==> config.mk <==
export PLATFORM = sky130hd
export DESIGN_NAME = nexys_starship_spawn_ctrl
export DESIGN_NICKNAME = d
export VERILOG_FILES = /design/src/rtl/nexys_starship_pkg.sv /design/src/rtl/nexys_starship_lane_timer.sv /design/src/rtl/nexys_starship_spawn_ctrl.sv
export SDC_FILE = /design/constraint.sdc
export NUM_CORES = 1
export LEC_CHECK = 0
export CAP_MARGIN = 20
export CORE_ASPECT_RATIO = 1.4
export CORE_MARGIN = 1.5
export CORE_UTILIZATION = 55
export DETAILED_ROUTE_END_ITERATION = 6
export GPL_ROUTABILITY_DRIVEN = 0
export PLACE_DENSITY = 0.89
export SKIP_LAST_GASP = 1
export SYNTH_ARGS = -nofsm -noshare
export SYNTH_HDL_FRONTEND = slang
export SYNTH_HIERARCHICAL = 1
export SYNTH_SLANG_ARGS = --single-unit
==> constraint.sdc <==
create_clock -name Clk -period 4 [get_ports Clk]
set_input_delay 0.8 -clock Clk [delete_from_list [all_inputs] [get_ports Clk]]
set_output_delay 0.8 -clock Clk [all_outputs]
set_load 0.02 [all_outputs]
==> src/rtl/nexys_starship_pkg.sv <==
// Shared lane indices, spawn FSM encoding and small helpers for the starship spawn controller.
package nexys_starship_pkg;

   localparam logic [1:0] LANE_TOP   = 2'd0;
   localparam logic [1:0] LANE_BTM   = 2'd1;
   localparam logic [1:0] LANE_LEFT  = 2'd2;
   localparam logic [1:0] LANE_RIGHT = 2'd3;

   typedef enum logic [1:0] {
      IDLE  = 2'd0,
      WAIT  = 2'd1,
      PICK  = 2'd2,
      SPAWN = 2'd3
   } spawn_state_t;

   // Scan downward so the lane right after 'last' is the final (winning) match.
   function automatic logic [1:0] rr_grant(input logic [3:0] cand, input logic [1:0] last);
      logic [1:0] lane;
      logic [1:0] idx;
      lane = last;
      for (int k = 4; k >= 1; k--) begin
         idx = last + 2'(k);
         if (cand[idx]) lane = idx;
      end
      return lane;
   endfunction

   function automatic logic [2:0] popcount4(input logic [3:0] v);
      return {2'b00, v[0]} + {2'b00, v[1]} + {2'b00, v[2]} + {2'b00, v[3]};
   endfunction

endpackage

==> src/rtl/nexys_starship_lane_timer.sv <==
// Per-lane monster lifetime timer; only compiled when NEXYS_STARSHIP_SPAWN_TIMEOUT_EN is defined.
`ifdef NEXYS_STARSHIP_SPAWN_TIMEOUT_EN
module nexys_starship_lane_timer #(
   parameter int LIFETIME = 200000,
   parameter int LIFE_W   = 18
) (
   input  logic Clk,
   input  logic Reset,
   input  logic load,
   input  logic active,
   input  logic kill,
   output logic expire
);

   logic [LIFE_W-1:0] count;

   // A kill landing in the expiry cycle takes priority, so it suppresses expire.
   assign expire = active & ~kill & ~load & (count <= LIFE_W'(1));

   always_ff @(posedge Clk or posedge Reset) begin
      if (Reset) begin
         count <= '0;
      end else if (load) begin
         count <= LIFE_W'(LIFETIME);
      end else if (active && count != '0) begin
         count <= count - LIFE_W'(1);
      end
   end

endmodule
`endif

==> src/rtl/nexys_starship_spawn_ctrl.sv <==
// Monster spawn controller: cooldown, round-robin lane pick and occupancy tracking.
// Optional per-lane lifetime timeouts are enabled with NEXYS_STARSHIP_SPAWN_TIMEOUT_EN.
module nexys_starship_spawn_ctrl
   import nexys_starship_pkg::*;
#(
   parameter int COOLDOWN_BASE = 50000,
   parameter int CD_W          = 16,
   parameter int MAX_ACTIVE    = 3,
   parameter int LIFETIME      = 200000,
   parameter int LIFE_W        = 18
) (
   input  logic       Clk,
   input  logic       Reset,
   input  logic       game_active,
   input  logic [1:0] level,
   input  logic [3:0] rand_in,
   input  logic [3:0] kill,
   output logic [3:0] monster,
   output logic       spawn_pulse,
   output logic [1:0] spawn_lane,
   output logic [2:0] active_count,
   output logic [3:0] timeout
);

   localparam logic [CD_W-1:0] CD_BASE = CD_W'(COOLDOWN_BASE);
   localparam logic [2:0]      MAX_ACT = 3'(MAX_ACTIVE);

   spawn_state_t    state;
   logic [CD_W-1:0] cooldown;
   logic [CD_W-1:0] cd_reload;
   logic [1:0]      grant;
   logic [1:0]      last_grant;
   logic [3:0]      candidates;
   logic [3:0]      spawn_set;
   logic [3:0]      expire;
   logic [3:0]      monster_next;

   assign cd_reload    = CD_BASE >> level;
   assign candidates   = rand_in & ~monster;
   assign spawn_set    = (state == SPAWN) ? (4'b0001 << grant) : 4'b0000;
   // Spawn is OR-ed in last so it beats a same-lane kill on the same edge.
   assign monster_next = (monster & ~kill & ~expire) | spawn_set;

`ifdef NEXYS_STARSHIP_SPAWN_TIMEOUT_EN
   for (genvar i = 0; i < 4; i++) begin : g_lane_timer
      nexys_starship_lane_timer #(
         .LIFETIME (LIFETIME),
         .LIFE_W   (LIFE_W)
      ) u_timer (
         .Clk    (Clk),
         .Reset  (Reset),
         .load   (spawn_set[i] & game_active),
         .active (monster[i]),
         .kill   (kill[i]),
         .expire (expire[i])
      );
   end

   always_ff @(posedge Clk or posedge Reset) begin
      if (Reset) begin
         timeout <= '0;
      end else begin
         timeout <= game_active ? expire : 4'b0000;
      end
   end
`else
   logic unused_lifetime_cfg;
   assign unused_lifetime_cfg = ^LIFE_W'(LIFETIME);
   assign expire  = 4'b0000;
   assign timeout = 4'b0000;
`endif

   always_ff @(posedge Clk or posedge Reset) begin
      if (Reset) begin
         state        <= IDLE;
         cooldown     <= '0;
         grant        <= LANE_TOP;
         last_grant   <= LANE_RIGHT;
         monster      <= '0;
         spawn_pulse  <= 1'b0;
         spawn_lane   <= LANE_TOP;
         active_count <= '0;
      end else if (!game_active) begin
         state        <= IDLE;
         monster      <= '0;
         active_count <= '0;
         spawn_pulse  <= 1'b0;
      end else begin
         monster      <= monster_next;
         active_count <= popcount4(monster_next);
         spawn_pulse  <= 1'b0;
         case (state)
            IDLE: begin
               cooldown <= cd_reload;
               state    <= WAIT;
            end
            WAIT: begin
               if (cooldown != '0) cooldown <= cooldown - CD_W'(1);
               if (cooldown <= CD_W'(1)) state <= PICK;
            end
            PICK: begin
               if (candidates != 4'b0000 && active_count < MAX_ACT) begin
                  grant <= rr_grant(candidates, last_grant);
                  state <= SPAWN;
               end
            end
            SPAWN: begin
               spawn_pulse <= 1'b1;
               spawn_lane  <= grant;
               last_grant  <= grant;
               cooldown    <= cd_reload;
               state       <= WAIT;
            end
            default: state <= IDLE;
         endcase
      end
   end

endmodule

==> impl_results.md <==
* Part of the power in registers at 0.360
* Top Ports at 27
* Slew Limit Fails at 0
* Setup TNS at 0 ns
* CP startpoint kind: flop
* Ys async rst share at 1.00
* Core Footprint at 3440 µm²
* Max Cap Viol at 0
* P&R area growth vs syn at 15.5%
* Die Y at 74.5 µm
* Vias per inst at 6.00
* Synth warn at 6
* Clock edge transition at the registers on the reported setup and hold paths at approximately 0.07 ns
* Die W at about 54 µm
* Int Pwr at between 0.0008 and 0.0009 W
* Initial DRC count at 81
* Input/output buffers at 22
* Clk sinks at 32
* Data arrival, critical path at 2.93 ns
* Die area at 4030 µm²
* Crit. End Element: flop
* Slowest cell on crit path: ha_1
* FF/Latch Area at around 800 µm²
* H-Tree Depth at 2
* Top_reg_cell synth: dfrtp_1
* Area of the multi-input gates at 1070 µm²
* Routed WL at about 4400 µm
* Leakage power at between 1 and 1.5 nW
* Critical Path Max Stage Delay at 0.95 ns
* Status: complete, no violations
* FF+latch count, synth at 32
* Global-route usage over all layers at 0.251
* Layout Skew at 0.00826 ns
* Layout fillers at 274
* Most frequent cells in the layout: 30 x dfrtp_1, 27 x o21ai_0, 22 x clkdlybuf4s50_1
* Non-filler cells, final at between 200 and 300
* Share of layout cells above drive strength 1 at 0.0569
* Power Dens Cells at about 700 nW/µm²
* Cts bufs inserted at 5
* Crit-path cells: inv_1 > ha_1 > inv_1 > a21oi_1 > o21ai_1 > o21ai_0 > o21ai_0
* Vias post-DR at 1,717
* Least-Margin Pin Slew at 0.999 ns
* TritonCTS clock tree: built
* Cts repair resizes at 0
* Avg Synthesized Cell Area at 8.89 µm²
* Net Sw Frac at 0.451
* Nets at around 270
* Drc violations at 0
* Seq/Total Area, Yosys at 0.400
* First-pass GRT wire length at around 7100 µm
* Cell taking the most area after synthesis: dfrtp_1
* Clock Tree Buf Depth at 2
* Clk root buf: clkbuf_8
* EDFF count, synth at 0
* Commonest non-fill, non-tap cell in the layout: dfrtp_1
* Total global routing overflow at 0
* DP HPWL at 3240 µm
* Pin count of the biggest net entering global routing at 36
* Postcts setup bufs at 0
* Starting Density at 0.584
* Top-area cell type share of the netlist area at 0.374
* Unrepaired setup endpoints after global routing: no
* Slew margin rel. at 0.334
* HP Class: flop to flop
* Area contributors post-synth: dfrtp_1 37%, ha_1 8.1%, o21ai_0 6.7%, inv_1 3.7%, nor2_1 3.7%
* Initial antenna violation count at 0
* Clock Power Share at 0.157
* Final min period at 2.80 ns
* NetSw at 0.000734 W
* Worst EP required at 4.13 ns
* Antenna Nets Post-Route at 0
* Avg WL per Cell at 15.3 µm
* Final worst-path cycle share at 0.699
* Synth Instances at 226
* CP Max Fanout at 35
* Cells after DPL at 278
* Row count at 25
* Final Hold Fails at 0
* Vias in the first global route at 1,664
* ANT cells at 0
* Comb pwr share at 0.483
* Mapped Area at 2010 µm²
* Worst VDD drop at 0.485 mV
* CTS Hold Bufs at 0
* Drt first pass iters at 4
* Worst-Skew Late Latency at 0.29 ns
* Final setup vio count at 0
* Kind of critical path: flop to flop
* Peak Freq at between 300 and 400 MHz
* Unique masters post-synth at 45
## critical path: cells and delay by family, from the launching register on
kind / cells / cell delay [ns]
adders and majority gates: 1 / 0.95
DFF: 1 / 0.43
buffers and inverters: 2 / 0.36
AOI/OAI and AO/OA: 4 / 0.89
## through the flow
stage / hold WS (ns) / instance area (µm²) / utilization / total power, W / worst slack (ns)
floorplan: 0.490 / 2020 / - / 0.00117 / 1.85
global placement: 0.461 / 2230 / 0.647 / 0.00133 / 1.29
detailed placement: 0.468 / 2230 / 0.647 / 0.00136 / 1.24
CTS: 0.484 / 2320 / 0.674 / 0.00163 / 1.26
global route: 0.489 / 2320 / 0.674 / 0.00176 / 0.837
finish: 0.482 / 2320 / 0.674 / 0.00163 / 1.20
## final cells by class
type	count	area share
sequential	32	0.346
timing repair buffer	23	0.0982
multi-input combinational	163	0.462
tap	40	0.0216
clock buffer	6	0.0356
inverter	20	0.0324
clock inverter	2	0.00432
## sequential cells by signal (all words and copies together) (netlist names)
register,count
grant,2
spawn_pulse,1
cooldown,16
last_grant,2
spawn_lane,2
monster,4
state,2
active_count,3
## cell usage after synthesis, drive strengths merged (2+ instances only)
library cell  instances
a32oi                 5
nand2b                2
or4                   2
a21oi                12
and3                  2
nor2b                 4
nand2                11
a31oi                 4
a22oi                 5
dfrtp                30
or3                   3
ha                   13
nor3                  5
nor2                 20
and2                  7
clkbuf                8
mux2i                 3
nor4                  3
dfstp                 2
o31ai                 2
buf                   6
a21o                  4
o22ai                 5
inv                  20
o21ai                28
o31a                  2
nand3                 3
## power groups by stage
stage	registers (W)	clock network [W]	logic (W)
2_1_floorplan	0.000566	0	0.000603
3_3_place_gp	0.000585	0	0.000747
3_5_place_dp	0.000591	0	0.000771
4_1_cts	0.000584	0.000262	0.000780
5_1_grt	0.000606	0.000271	0.000885
6_report	0.000586	0.000256	0.000788
## kinds of logic (layout without fill, tap and decap cells)
logic type | Yosys count | in the layout | share of synthesized area
compound gates | 76 | 76 | 0.239
simple gates | 66 | 66 | 0.181
buf+inv | 34 | 51 | 0.0723
flops | 32 | 32 | 0.400
fa+ha+maj | 14 | 14 | 0.0910
mux | 3 | 3 | 0.0150
other cells | 1 | 4 | 0.00187
## metal layers
layer | up-vias | global-route usage | wire, µm | part of all wire
met5 | - | 0 | 0 | 0
met4 | 0 | 0.156 | 136 | 0.031
met3 | 11 | 0.0643 | 204 | 0.047
met2 | 56 | 0.444 | 2340 | 0.53
met1 | 809 | 0.254 | 1700 | 0.39
li1 | 841 | - | - | -
## final timing paths
path                                                start                        end  slack (ns)  depth (start not counted)
worst max-delay path                 state[0]$_DFFE_PP0P_    cooldown[7]$_DFFE_PP0P_        1.20                          7
worst min-delay path            spawn_lane[0]$_DFFE_PP0P_  spawn_lane[0]$_DFFE_PP0P_        0.48                          1
worst max register to register       state[0]$_DFFE_PP0P_    cooldown[7]$_DFFE_PP0P_        1.20                          7
worst min register to register  spawn_lane[0]$_DFFE_PP0P_  spawn_lane[0]$_DFFE_PP0P_        0.48                          1
max in group asynchronous                           Reset  last_grant[0]$_DFFE_PP1P_        2.80                          3
min in group asynchronous                           Reset  spawn_lane[0]$_DFFE_PP0P_        0.89                          3
No activity file was read; power rests on OpenSTA's default activity.
